[src/rtl/seq_scan_arbiter.sv]
// seq_scan_arbiter: shares one serial Mealy pattern detector among NREQ requesters.
// Define SEQ_SCAN_FIXED_PRIO_EN for fixed priority (lowest index wins) instead of round-robin.
module seq_scan_arbiter #(
  parameter int NREQ  = 4,
  parameter int WIDTH = 8,
  parameter int PLEN  = 2,
  parameter int CNT_W = 4
) (
  input  logic                  clk,
  input  logic                  rst,
  input  logic [NREQ-1:0]       req,
  input  logic [NREQ*WIDTH-1:0] data,
  input  logic [PLEN-1:0]       pattern,
  output logic [NREQ-1:0]       gnt,
  output logic                  busy,
  output logic                  ser_x,
  output logic                  hit,
  output logic                  done,
  output logic [CNT_W-1:0]      match_cnt
);
  localparam int IW = $clog2(NREQ);
  localparam int NW = $clog2(WIDTH + 1);
  typedef enum logic [1:0] {IDLE, SHIFT, DONE} state_t;
  state_t           state, state_n;
  logic [WIDTH-1:0] word;
  logic [PLEN-1:0]  pat, win, cat;
  logic [NW-1:0]    n;
  logic [IW-1:0]    widx, j;
  logic             any;
`ifdef SEQ_SCAN_FIXED_PRIO_EN
  always_comb begin
    widx = '0;
    any  = 1'b0;
    j    = '0;
    for (int i = NREQ - 1; i >= 0; i--) begin
      j = IW'(i);
      if (req[j]) begin
        widx = j;
        any  = 1'b1;
      end
    end
  end
`else
  logic [IW-1:0] ptr;
  // walk from farthest to nearest offset so the first requester after ptr wins
  always_comb begin
    widx = '0;
    any  = 1'b0;
    j    = '0;
    for (int i = NREQ; i >= 1; i--) begin
      j = IW'((int'(ptr) + i) % NREQ);
      if (req[j]) begin
        widx = j;
        any  = 1'b1;
      end
    end
  end
  always_ff @(posedge clk or negedge rst)
    if (!rst) ptr <= IW'(NREQ - 1);
    else if (state == IDLE && any) ptr <= widx;
`endif
  assign busy  = state != IDLE;
  assign done  = state == DONE;
  assign ser_x = state == SHIFT && word[WIDTH-1];
  assign cat   = PLEN'({win, ser_x});
  assign hit   = state == SHIFT && n >= NW'(PLEN - 1) && cat == pat;
  always_comb begin
    state_n = state;
    if (state == IDLE && any) state_n = SHIFT;
    if (state == SHIFT && n == NW'(WIDTH - 1)) state_n = DONE;
    if (state == DONE) state_n = IDLE;
  end
  always_ff @(posedge clk or negedge rst)
    if (!rst) begin
      state     <= IDLE;
      gnt       <= '0;
      word      <= '0;
      pat       <= '0;
      win       <= '0;
      n         <= '0;
      match_cnt <= '0;
    end else begin
      state <= state_n;
      if (state == IDLE && any) begin
        gnt       <= NREQ'(1) << widx;
        word      <= data[widx*WIDTH +: WIDTH];
        pat       <= pattern;
        win       <= '0;
        n         <= '0;
        match_cnt <= '0;
      end
      if (state == SHIFT) begin
        word <= word << 1;
        win  <= cat;
        n    <= n + 1'b1;
        if (hit && match_cnt != '1) match_cnt <= match_cnt + 1'b1;
      end
      if (state == DONE) gnt <= '0;
    end
endmodule
[config.mk]
export PLATFORM = sky130hd
export DESIGN_NAME = seq_scan_arbiter
export DESIGN_NICKNAME = d
export VERILOG_FILES = /design/src/rtl/seq_scan_arbiter.sv
export SDC_FILE = /design/constraint.sdc
export NUM_CORES = 1
export LEC_CHECK = 0
export ABC_AREA = 1
export CAP_MARGIN = 20
export CELL_PAD_IN_SITES_DETAIL_PLACEMENT = 0
export CELL_PAD_IN_SITES_GLOBAL_PLACEMENT = 1
export CORE_MARGIN = 8
export CORE_UTILIZATION = 31
export CTS_BUF_LIST = sky130_fd_sc_hd__clkbuf_8
export CTS_CLUSTER_DIAMETER = 150
export DETAILED_ROUTE_END_ITERATION = 6
export PLACE_DENSITY = 0.9
export SYNTH_ARGS = -nofsm -noshare
export SYNTH_HDL_FRONTEND = slang
export SYNTH_SLANG_ARGS = --single-unit
[constraint.sdc]
create_clock -name clk -period 1.9 [get_ports clk]
set_clock_uncertainty 0.05 [all_clocks]
set_input_delay 0.57 -clock clk [delete_from_list [all_inputs] [get_ports clk]]
set_output_delay 0.57 -clock clk [all_outputs]
set_load 0.005 [all_outputs]
==> results of run 1 <==
## cells in the mapped netlist
cell type	instances
inv_2	5
and2_1	1
xor2_1	1
buf_2	2
nand4_1	8
dfstp_2	2
o22ai_1	7
o21ai_2	1
inv_1	27
nor2_1	8
o21bai_1	1
nor3_1	1
clkinv_1	2
buf_6	3
nor2_4	1
ha_1	4
o21ai_0	13
nand2_2	9
a21oi_2	1
a21oi_1	3
nand2_1	73
nor2_2	2
nand3_1	37
o21ai_1	2
xnor2_1	1
inv_4	1
a32o_1	1
a21boi_4	1
a22o_1	1
dfrtp_1	25
## worst max-delay path by stage
stage	cells after the start	endpoint	slack (ns)
CTS	7	hit	-0.17
finish	7	hit	-0.11
global placement	15	word[1]$_DFFE_PN0P_	-0.49
floorplan	12	word[1]$_DFFE_PN0P_	0.11
global route	13	word[1]$_DFFE_PN0P_	-0.23
detailed placement	15	word[1]$_DFFE_PN0P_	-0.53
## metrics by stage
stage	std cells	hold WS, ns	total power [mW]
floorplan	244	0.224	3.03
global placement	393	0.412	4.21
detailed placement	393	0.415	4.28
finish	410	0.436	5.51
global route	410	0.466	6.02
CTS	404	0.441	5.19
## routing by layer
metal | GRT usage (%) | up-vias | routed length (microns)
met2 | 21.5 | 44 | 2640
met3 | 2.39 | 5 | 233
met4 | 2.86 | 0 | 39
met1 | 14.3 | 867 | 2330
li1 | - | 985 | -
met5 | 0 | - | 0
## power breakdown
part | total, mW | leakage [nW] | switching, mW | internal [mW]
sequential | 0.999 | 0.338 | 0.167 | 0.832
clock | 0.333 | 0.0255 | 0.185 | 0.147
combinational | 4.18 | 1.02 | 2.20 | 1.98
## layout make-up
cell class / instances / area share [%]
Tap cell: 72 / 3.13
Timing Repair Buffer: 94 / 29.8
Multi-Input combinational cell: 178 / 37.0
Clock inverter: 1 / 0.174
Inverter: 35 / 4.91
Sequential cell: 27 / 23.6
Clock buffer: 3 / 1.43
## worst min-delay path: stages (launching register included)
cell     delay [ns]
dfrtp_1        0.36
nand2_1        0.06
nand2_1        0.05
## sequential cells by signal, summed over array words and instances, names as in the netlist
signal	flops
state	2
match_cnt	4
ptr	2
word	8
win	1
gnt	4
pat	2
n	4
## repair_timing
| action | CTS | global route |
|---|---|---|
| endpoints found under the setup margin | 27 | 28 |
| gates cloned | 1 | 0 |
| hold endpoints to repair | 0 | 0 |
| hold buffers | 0 | 0 |
| gates resized for setup | 47 | 35 |
| pin swaps | 12 | 11 |
| buffers inserted | 6 | 8 |
## cell families (layout without fill, tap and decap cells)
group           count (synthesis)  in the layout  synth area share [%]
compound gates                 31             31                  11.2
xor+xnor                        2              2                  1.00
fa+ha+maj                       4              4                  2.86
buf+inv                        40            133                  10.2
flops                          27             27                  38.7
simple gates                  140            141                  36.0
==> summary.txt, run 1 <==
Synthesis
  • Post-synthesis sequential area ratio: roughly 39%
  • Flops & latches, synth: 27
  • Syn Area/Cell: around 7 sq um
  • Synth warn: 0
  • Syn nets: between 200 and 300
  • Synthesized instance count: roughly 240
  • Synth top area share: approximately 36%
  • Top post-synthesis cells by area: dfrtp_1, nand2_1, nand3_1
  • Yosys top cell by area: dfrtp_1
  • Post-Syn Area: between 0.0015 and 0.002 sq mm
  • Post-synthesis cell type count: 30

Cells and area
  • Filler Cell Count: around 540
  • Commonest non-fill, non-tap cell in the layout: nand2_1
  • Area Overhead vs Synth: 64.5%
  • Area of the multi-input gates: ~0.0011 sq mm
  • Fin util: about 53%
  • Most frequent cells in the layout: nand2_1, clkdlybuf4s50_1, buf_4
  • Design area: approximately 0.0029 sq mm
  • Ant. Diodes: 0
  • Post-layout nets: between 300 and 400
  • Layout cells sized above 1: between 30% and 40%
  • Reg area: between 600 and 700 sq um

Clocking
  • Worst-skew pair later-pin latency: approximately 0.28 ns
  • Max Root-Sink Buffers: 2
  • Root buffer cell: clkbuf_8
  • Clock slew seen by the registers of the worst setup and hold paths: ~0.10 ns
  • H-tree Lvls: 1
  • Number of clock sinks: 27
  • CTS tree: yes
  • Cts bufs inserted: 3

Hold path
  • Hold crit path type: reg2reg
  • Worst Hold Endpoint: word[1]$_DFFE_PN0P_
  • Hold-critical path depth: 2
  • Worst Min Path Start: word[1]$_DFFE_PN0P_

Routing
  • Iter 0 DRT Violations: approximately 80
  • Post-DRT Antenna Nets: 0
  • Final WL: ~5.2 mm
  • Routed vias/inst: approximately 4.6
  • Per-cell routed wire length: approximately 13 microns
  • Vias: about 1900
  • DRT Pass-1 Iters: 4
  • DRC viols: 0

Die
  • IO Pins: 52
  • Height of the chip: just over 90 microns
  • Die W: between 90 and 100 microns
  • Core area: roughly 0.0055 sq mm
  • Die area: about 0.0083 sq mm
  • Rows: 27
  • Starting Density: a little under a third

Worst setup path
  • Crit path buf inv count: 2
  • RR Endpoint: word[1]$_DFFE_PN0P_
  • Reg2Reg Setup Slack: -0.10 ns
  • Cell Chain, Critical Path: inv_2 > ha_4 > nand2_2 > nor3_2 > nor2_1 > and2_4 > buf_6
  • Launch point of the critical path: n[0]$_DFFE_PN0P_
  • Kind of cell adding the most delay to the critical path: flip-flops
  • CP arrival: around 1.4 ns
  • Critical path class: reg2out
  • Crit. End Element: output port
  • Critical Path Source Type: register
  • CP max FO: 3
  • CP required: about 1.3 ns
  • Reg2reg start: ptr[0]$_DFFE_PN1P_
  • Slowest cell delay on critical path: 0.42 ns
  • Critical path's slowest cell: dfrtp_1
  • Reg2reg path depth: 13

Global route
  • Initial antenna violation count: 0
  • Global-route wire length before repair: 8.41 mm
  • Maximum number of pins on one net before global-route repair: 28
  • Overflow after GRT: 0
  • Total track usage: a little under an eighth
  • Vias in the first global route: about 1900

Timing
  • Sum Neg Setup Slack: -0.638 ns
  • Slew @ Worst Pin: 0.350 ns
  • Fin. Hold Viols: 0
  • Worst setup margin: -0.110 ns
  • Final Max Tran Viols: 0
  • Slew HR: 76.7%
  • Period utilisation layout: 106%
  • Final setup viols: 12
  • Max frequency: 0.497 GHz
  • Post-layout min period: 2.01 ns
  • Unrepaired setup endpoints after global routing: true

Status
  • Failing checks: setup timing
  • Status: complete, but fails checks

Power and ir drop
  • Pleak: ~1.4 nW
  • Power Density: about 1900 mW/mm^2
  • Worst IR Drop VDD: roughly 0.0012 V

Placement
  • Hpwl dp: 3.83 mm
  • Area post-placement: roughly 0.0025 sq mm
  • Buffers on Ports: 51
  • Final Wtd Congestion: 0.836
  • Pre-CTS WS: -0.535 ns

Run
  • Max cap viols: 0
No activity file was read; power rests on OpenSTA's default activity.
==> run 2, diff against run 1 <==
--- a/config.mk
+++ b/config.mk
@@ -5,16 +5,16 @@
 export SDC_FILE = /design/constraint.sdc
 export NUM_CORES = 1
 export LEC_CHECK = 0
-export ABC_AREA = 1
+export ABC_AREA = 0
 export CAP_MARGIN = 20
 export CELL_PAD_IN_SITES_DETAIL_PLACEMENT = 0
 export CELL_PAD_IN_SITES_GLOBAL_PLACEMENT = 1
 export CORE_MARGIN = 8
-export CORE_UTILIZATION = 31
+export CORE_UTILIZATION = 35
 export CTS_BUF_LIST = sky130_fd_sc_hd__clkbuf_8
 export CTS_CLUSTER_DIAMETER = 150
 export DETAILED_ROUTE_END_ITERATION = 6
-export PLACE_DENSITY = 0.9
+export PLACE_DENSITY = 0.92
 export SYNTH_ARGS = -nofsm -noshare
 export SYNTH_HDL_FRONTEND = slang
 export SYNTH_SLANG_ARGS = --single-unit
==> constraint.sdc (replaced) <==
create_clock -name clk -period 2 [get_ports clk]
set_clock_uncertainty 0.05 [all_clocks]
set_input_delay 0.6 -clock clk [delete_from_list [all_inputs] [get_ports clk]]
set_output_delay 0.6 -clock clk [all_outputs]
set_load 0.005 [all_outputs]
==> run 2 against run 1 <==
Against the previous run: the flow still finishes with violations (setup timing); critical path depth is 2 lower; combinational power fell by 53%; largest power group unchanged; critical path type unchanged; global-route usage down 0.55 points; setup slack better by 0.095 ns; register-to-register slack gained 0.21 ns; first-iteration DRC count down 42%; via count shrank 25%; synthesized cell count shrank 34%; clock-buffer cell count stayed put; flip-flop and latch count unchanged; routed wire length down 24%; clock power is 11% lower.
==> summary.txt, run 2 <==
Synthesis
  • Post-synth EDFFs: 0 (unchanged)
  • Flops & latches, synth: 27 (unchanged)
  • Synth top area share: 39.7% (was 35.7%)
  • Synth warn: 0 (unchanged)
  • Simple-gate share of the synthesized area: 19.4% (was 36.0%)
  • XOR/XNOR Fraction of Synth Area: 1.67% (was 1.00%)
  • FFs w/ async S/R, synth: 100% (unchanged)
  • Yosys top cell by area: dfrtp_1 (unchanged)
  • Post-synthesis sequential area ratio: 43.0% (was 38.7%)
  • Commonest cells post-synth: dfrtp_1, nand2_1, mux2i_1 (was nand2_1, nand3_1, inv_1)
  • Top post-synthesis cells by area: dfrtp_1, mux2i_1, nand2_1 (was dfrtp_1, nand2_1, nand3_1)
  • Compound-Gate Fraction of Synth Area: 16.5% (was 11.2%)
  • Most frequent cell after synthesis: dfrtp_1 (was nand2_1)
  • Main combinational cell family by area after synthesis: simple AND/OR/NAND/NOR gates (unchanged)
  • Syn nets: 204 (was 288)
  • Multiplexer share of the synthesized area: 11.4% (was 0%)
  • Post-synthesis cell type count: 37 (was 30)
  • Post-Syn Area: 0.00158 sq mm (was 0.00175 sq mm)
  • Main synth FF type: dfrtp_1 (unchanged)
  • Syn Area/Cell: 9.86 sq um (was 7.17 sq um)
  • Synthesized-area fraction occupied by adder cells: 3.17% (was 2.86%)
  • Synthesized instance count: 160 (was 244)

Die
  • Starting Density: 36.2% (was 32.0%)
  • Die area: 0.00691 sq mm (was 0.00831 sq mm)
  • Core area: 0.00435 sq mm (was 0.00547 sq mm)
  • IO Pins: 52 (unchanged)
  • Rows: 24 (was 27)
  • Die W: 83.1 microns (was 91.1 microns)
  • Height of the chip: 83.1 microns (was 91.1 microns)

Routing
  • DRT Pass-1 Iters: 4 (unchanged)
  • DRC viols: 0 (unchanged)
  • Per-cell routed wire length: 13.9 microns (was 12.8 microns)
  • Vias: 1426 (was 1901)
  • Iter 0 DRT Violations: 45 (was 78)
  • Final WL: 3.99 mm (was 5.25 mm)
  • Post-DRT Antenna Nets: 0 (unchanged)
  • Routed vias/inst: 4.97 (was 4.64)

Power and ir drop
  • Power after layout: 3.25 mW (was 5.51 mW)
  • Power Density: 1330 mW/mm^2 (was 1910 mW/mm^2)
  • Pleak: 1.17 nW (was 1.39 nW)
  • Worst IR Drop VDD: 0.000613 V (was 0.00123 V)

Clocking
  • CTS tree: yes (unchanged)
  • H-tree Lvls: 1 (unchanged)
  • Number of clock sinks: 27 (unchanged)
  • Worst-skew pair later-pin latency: 0.27 ns (was 0.28 ns)
  • Hold_buf cts: 0 (unchanged)
  • Cts bufs inserted: 3 (unchanged)
  • Max Root-Sink Buffers: 2 (unchanged)
  • Root buffer cell: clkbuf_8 (unchanged)
  • Clock slew seen by the registers of the worst setup and hold paths: 0.08 ns (was 0.10 ns)

Run
  • Max cap viols: 0 (unchanged)

Cells and area
  • Filler Cell Count: 390 (was 541)
  • Layout cells sized above 1: 20.0% (was 33.1%)
  • Ant. Diodes: 0 (unchanged)
  • Reg with most FFs: word (unchanged)
  • Design area: 0.00243 sq mm (was 0.00288 sq mm)
  • Post-layout nets: 280 (was 383)
  • Area Overhead vs Synth: 54.3% (was 64.5%)
  • Most frequent cells in the layout: clkdlybuf4s50_1, dfrtp_1, buf_4 (was nand2_1, clkdlybuf4s50_1, buf_4)
  • Max reg flops: 8 (unchanged)
  • Commonest non-fill, non-tap cell in the layout: clkdlybuf4s50_1 (was nand2_1)

Placement
  • Buffers on Ports: 51 (unchanged)
  • Area post-placement: 0.00228 sq mm (was 0.00254 sq mm)
  • Final Wtd Congestion: 0.849 (was 0.836)
  • Hpwl dp: 3.07 mm (was 3.83 mm)
  • Pre-CTS WS: -0.286 ns (was -0.535 ns)

Hold path
  • Worst Hold Endpoint: word[7]$_DFFE_PN0P_ (was word[1]$_DFFE_PN0P_)
  • Hold-critical path depth: 2 (unchanged)
  • Worst Min Path Start: word[6]$_DFFE_PN0P_ (was word[1]$_DFFE_PN0P_)
  • Hold crit path type: reg2reg (unchanged)

Timing
  • Max frequency: 0.496 GHz
  • Fin Hold WS: 0.445 ns (was 0.436 ns)
  • Fin. Hold Viols: 0 (unchanged)
  • Period utilisation layout: 101%
  • Final setup viols: 1 (was 12)
  • Slew HR: 77.8% (was 76.7%)
  • Worst setup margin: -0.0149 ns (was -0.110 ns)
  • Final Max Tran Viols: 0 (unchanged)
  • Post-layout min period: between 2 and 2.5 ns
  • Unrepaired setup endpoints after global routing: true (unchanged)
  • Slew @ Worst Pin: 0.333 ns (was 0.350 ns)

Status
  • Failing checks: setup timing (unchanged)
  • Status: complete, but fails checks (unchanged)

Global route
  • Total track usage: 11.4% (was 12.0%)
  • Vias in the first global route: 1489 (was 1894)
  • Initial antenna violation count: 0 (unchanged)
  • Maximum number of pins on one net before global-route repair: 28 (unchanged)
  • Overflow after GRT: 0 (unchanged)
  • Global-route wire length before repair: 6.82 mm (was 8.41 mm)

Worst setup path
  • Crit. End Element: output port (unchanged)
  • Reg2Reg Setup Slack: 0.11 ns (was -0.10 ns)
  • RR Endpoint: word[6]$_DFFE_PN0P_ (was word[1]$_DFFE_PN0P_)
  • Slowest cell delay on critical path: 0.39 ns (was 0.42 ns)
  • Reg2reg path depth: 7 (was 13)
  • Cell Chain, Critical Path: inv_2 > ha_2 > nor4b_4 > nor4_2 > buf_2 (was inv_2 > ha_4 > nand2_2 > nor3_2 > nor2_1 > and2_4 > buf_6)
  • Critical path class: reg2out (unchanged)
  • CP max FO: 3 (unchanged)
  • Kind of cell adding the most delay to the critical path: flip-flops (unchanged)
  • Critical path's slowest cell: dfrtp_1 (unchanged)
  • Crit path buf inv count: 2 (unchanged)
  • CP required: 1.35 ns (was 1.28 ns)
  • Reg2reg start: state[1]$_DFFE_PN0P_ (was ptr[0]$_DFFE_PN1P_)
  • Critical Path Source Type: register (unchanged)
  • CP arrival: 1.36 ns (was 1.39 ns)
[run 2: cell count changes in the layout (fill, tap and decap cells not counted), sizes merged, moves of 6 or more]
cell / previous run / this run
nand2: 82 / 22
o22ai: 7 / 0
nor2: 12 / 6
o21ai: 16 / 9
and3: 0 / 9
nand4: 8 / 2
o221ai: 0 / 7
nand3: 37 / 8
buf: 45 / 26
mux2i: 0 / 18
inv: 34 / 6
[run 2: repair_timing]
item,CTS,global route
endpoints found under the hold margin,0,0
gates cloned,0,1
resized for setup,12,16
buffers inserted,1,1
pin swaps,1,1
endpoints found under the setup margin,4,20
[run 2: through the flow]
step           utilization, %  cells  setup TNS, ns
6_report                 55.9    287        -0.0149
5_1_grt                  55.9    287         -0.176
4_1_cts                  53.9    285        -0.0562
3_5_place_dp             52.4    280          -5.24
3_3_place_gp             52.4    280          -4.56
2_1_floorplan               -    160              0
[run 2: layout make-up]
type                    instances  area, sq um  area share [%]
multi-input cells             122          892            36.6
well taps                      52         65.1            2.67
repair buffers                 77          736            30.2
clock buffers                   3         41.3            1.70
inverters                       5         18.8           0.771
flip-flops and latches         27          678            27.9
clock inverters                 1         3.75           0.154
[run 2: metal layers]
layer / vias up / wire (microns) / global-route usage (%)
li1: 726 / - / -
met1: 653 / 1790 / 13.8
met2: 42 / 1930 / 19.2
met3: 5 / 247 / 4.20
met4: 0 / 19 / 1.92
met5: - / 0 / 0
[run 2: cells by family after synthesis]
family                   count (synthesis)
AND/OR/NAND/NOR                         60
AO/OA/AOI/OAI                           37
flip-flops                              27
multiplexers                            18
buffers and inverters                   11
adder cells (fa/ha/maj)                  4
XOR/XNOR                                 3
[run 2: power by group]
group	switching [mW]	total, mW	internal, mW
Combinational	0.881	1.95	1.07
Clock	0.161	0.298	0.138
Sequential	0.188	0.999	0.812
[run 2: how the worst max path moves through the flow]
stage                           from                   to  slack (ns)  depth (start not counted)
CTS                 n[1]$_DFFE_PN0P_                  hit       -0.06                          5
detailed placement  n[0]$_DFFE_PN0P_                  hit       -0.29                          5
global route        n[0]$_DFFE_PN0P_                  hit       -0.14                          5
finish              n[0]$_DFFE_PN0P_                  hit       -0.01                          5
global placement              req[2]  word[0]$_DFFE_PN0P_       -0.25                          7
floorplan                     req[2]  word[3]$_DFFE_PN0P_        0.25                          7
[run 2: worst min-delay path, cell delays in order, from the launching register on]
cell	delay, ns
dfrtp_1	0.34
a21oi_1	0.06
o221ai_1	0.06
==> run 3, diff against run 2 <==
--- a/config.mk
+++ b/config.mk
@@ -9,7 +9,7 @@
 export CAP_MARGIN = 20
 export CELL_PAD_IN_SITES_DETAIL_PLACEMENT = 0
 export CELL_PAD_IN_SITES_GLOBAL_PLACEMENT = 1
-export CORE_MARGIN = 8
+export CORE_MARGIN = 4
 export CORE_UTILIZATION = 35
 export CTS_BUF_LIST = sky130_fd_sc_hd__clkbuf_8
 export CTS_CLUSTER_DIAMETER = 150
==> run 3 against run 2 <==
Against the previous run: the flow still finishes with violations (setup timing); non-clock buffer count is the same; critical path depth shrank 1; first-iteration DRC count grew 84%; clock power grew 6%; core utilization grew 0.23 points; critical path type unchanged; largest cell class unchanged; highest routed layer unchanged.
==> summary.txt, run 3 (synthesis gave the netlist of run 2 again) <==
Worst setup path
  • CP required: 1.35 ns (about the same)
  • Critical path class: reg2out (unchanged)
  • CP arrival: 1.38 ns (was 1.36 ns)
  • Reg2Reg Setup Slack: 0.12 ns (was 0.11 ns)
  • RR Endpoint: word[0]$_DFFE_PN0P_ (was word[6]$_DFFE_PN0P_)
  • CP endpoint: hit (unchanged)
  • Launch point of the critical path: n[0]$_DFFE_PN0P_ (unchanged)
  • Critical Path Source Type: register (unchanged)
  • Crit. End Element: output port (unchanged)
  • CP max FO: 3 (unchanged)
  • Reg2reg start: ptr[1]$_DFFE_PN1P_ (was state[1]$_DFFE_PN0P_)
  • Reg2reg path depth: 6 (was 7)

Die
  • Die area: 0.00565 sq mm (was 0.00691 sq mm)
  • Height of the chip: 75.1 microns (was 83.1 microns)
  • Die W: 75.1 microns (was 83.1 microns)
  • Core area: 0.00435 sq mm (unchanged)
  • IO Pins: 52 (unchanged)
  • Starting Density: 36.2% (unchanged)
  • Rows: 24 (unchanged)

Routing
  • Post-DRT Antenna Nets: 0 (unchanged)
  • Per-cell routed wire length: 13.8 microns (was 13.9 microns)
  • Vias: 1461 (was 1426)
  • DRC viols: 0 (unchanged)
  • Iter 0 DRT Violations: 83 (was 45)
  • Final WL: 3.96 mm (was 3.99 mm)
  • DRT Pass-1 Iters: 4 (unchanged)
  • Routed vias/inst: 5.09 (was 4.97)

Timing
  • Post-layout min period: 2.03 ns (was 2.01 ns)
  • Slew @ Worst Pin: 0.346 ns (was 0.333 ns)
  • Unrepaired setup endpoints after global routing: true (unchanged)
  • Final Max Tran Viols: 0 (unchanged)
  • Worst setup margin: -0.0313 ns (was -0.0149 ns)
  • Period utilisation layout: 102% (was 101%)
  • Max frequency: 0.492 GHz (was 0.496 GHz)
  • Fin. Hold Viols: 0 (unchanged)
  • Sum Neg Setup Slack: -0.0313 ns (was -0.0149 ns)
  • Fin Hold WS: 0.447 ns (was 0.445 ns)
  • Slew HR: 76.9% (was 77.8%)
  • Final setup viols: 1 (unchanged)

Global route
  • Total track usage: 14.2% (was 11.4%)
  • Initial antenna violation count: 0 (unchanged)
  • Global-route wire length before repair: 6.36 mm (was 6.82 mm)
  • Vias in the first global route: 1448 (was 1489)
  • Overflow after GRT: 0 (unchanged)
  • Maximum number of pins on one net before global-route repair: 28 (unchanged)

Hold path
  • Hold crit path type: reg2reg (unchanged)

Placement
  • Final Wtd Congestion: 0.766 (was 0.849)
  • DP Cell Count: 279 (was 280)
  • Hpwl dp: 2.96 mm (was 3.07 mm)
  • Area post-placement: 0.00227 sq mm (was 0.00228 sq mm)
  • Buffers on Ports: 51 (unchanged)

Power and ir drop
  • Sequential power share: 30.0% (was 30.8%)
  • Worst IR Drop VDD: 0.000568 V (was 0.000613 V)
  • P_int: 2.07 mW (was 2.02 mW)
  • P_sw: 1.27 mW (was 1.23 mW)
  • Clock Power Share: 9.5% (was 9.2%)
  • Power Density: 1370 mW/mm^2 (was 1330 mW/mm^2)
  • Pleak: 1.16 nW (was 1.17 nW)
  • Comb pwr share: 60.5% (was 60.1%)
  • Sw Ratio: 38.0% (was 37.8%)

Cells and area
  • Reg with most FFs: word (unchanged)
  • Post-layout nets: 280 (unchanged)
  • Filler Cell Count: 403 (was 390)
  • Area of the multi-input gates: 893 sq um (was 892 sq um)
  • Layout cells sized above 1: 20.9% (was 20.0%)
  • Ant. Diodes: 0 (unchanged)
  • Max reg flops: 8 (unchanged)
  • Reg area: 678 sq um (unchanged)
  • Post-Layout Cell Count: 287 (unchanged)
  • Design area: 0.00244 sq mm (was 0.00243 sq mm)
  • Commonest non-fill, non-tap cell in the layout: clkdlybuf4s50_1 (unchanged)
  • Area Overhead vs Synth: 55.0% (was 54.3%)
  • Most frequent cells in the layout: clkdlybuf4s50_1, dfrtp_1, nand2_1, buf_4, mux2i_1 (was clkdlybuf4s50_1, dfrtp_1, buf_4)

Clocking
  • CTS tree: yes (unchanged)
  • Hold_buf cts: 0 (unchanged)
  • Number of clock sinks: 27 (unchanged)
  • Root buffer cell: clkbuf_8 (unchanged)
  • Worst-skew pair later-pin latency: 0.27 ns (about the same)
  • Clock slew seen by the registers of the worst setup and hold paths: 0.10 ns (was 0.08 ns)
  • H-tree Lvls: 1 (unchanged)
  • Cts bufs inserted: 3 (unchanged)
  • Max Root-Sink Buffers: 2 (unchanged)

Run
  • Max cap viols: 0 (unchanged)

Status
  • Failing checks: setup timing (unchanged)
  • Status: complete, but fails checks (unchanged)
==> run 3: cell types whose count changed in the layout (fill, tap and decap cells not counted), sizes merged <==
| cell | before | now |
|---|---|---|
| dlygate4sd2 | 1 | 4 |
| dlymetal6s2s | 3 | 0 |
| clkbuf | 5 | 3 |
| bufbuf | 0 | 1 |
| clkdlybuf4s15 | 1 | 2 |
| clkinvlp | 0 | 1 |
| inv | 6 | 5 |
==> run 3: how the worst min path moves through the flow <==
stage / from / end / slack [ns] / cells past startpoint
2_1_floorplan: rst / gnt[0]$_DFFE_PN0P_ / 0.25 / 0
3_3_place_gp: word[4]$_DFFE_PN0P_ / word[5]$_DFFE_PN0P_ / 0.43 / 2
3_5_place_dp: word[4]$_DFFE_PN0P_ / word[5]$_DFFE_PN0P_ / 0.43 / 2
4_1_cts: word[4]$_DFFE_PN0P_ / word[5]$_DFFE_PN0P_ / 0.46 / 2
5_1_grt: word[5]$_DFFE_PN0P_ / word[6]$_DFFE_PN0P_ / 0.48 / 2
6_report: word[4]$_DFFE_PN0P_ / word[5]$_DFFE_PN0P_ / 0.45 / 2
==> run 3: power by group through the flow <==
stage          Sequential, mW  Clock [mW]  Combinational (mW)
6_report                 1.00       0.317                2.02
5_1_grt                  1.03       0.349                2.23
4_1_cts                  1.00       0.324                1.95
3_5_place_dp            0.999           0                1.81
3_3_place_gp            0.990           0                1.76
2_1_floorplan           0.979           0                1.06
==> run 3: final cells by class <==
cell class	instances	share of cell area [%]
well taps	52	2.66
clock inverters	1	0.307
repair buffers	77	30.3
multi-input cells	122	36.5
inverters	5	0.768
flip-flops and latches	27	27.7
clock buffers	3	1.69
==> run 3: per-layer routing <==
metal / GRT usage (%) / vias up / part of all wire [%]
li1: - / 728 / -
met1: 18.4 / 697 / 44
met2: 26.1 / 34 / 51
met3: 2.54 / 2 / 4.5
met4: 0.583 / 0 / 0.10
met5: 0 / - / 0
==> run 3: what timing repair did <==
| item | CTS | global route |
|---|---|---|
| pin swaps | 4 | 0 |
| gates resized for setup | 20 | 9 |
| setup endpoints to repair | 11 | 22 |
| buffers inserted | 2 | 1 |
| gates cloned | 1 | 0 |
==> run 3: per-stage QoR <==
step           total power, mW  setup WS, ns  utilization (%)
6_report                  3.34       -0.0313             56.1
5_1_grt                   3.61        -0.119             56.1
4_1_cts                   3.27       -0.0907             55.3
3_5_place_dp              2.81        -0.334             52.2
3_3_place_gp              2.75        -0.279             52.2
2_1_floorplan             2.04         0.247                -
==> run 3: worst max-delay path, cell delays in order, from the launching register on <==
cell and delay [ns]:
dfrtp_1 0.42, ha_1 0.24, nor4b_4 0.26, nor4_4 0.06
buf_2 0.13
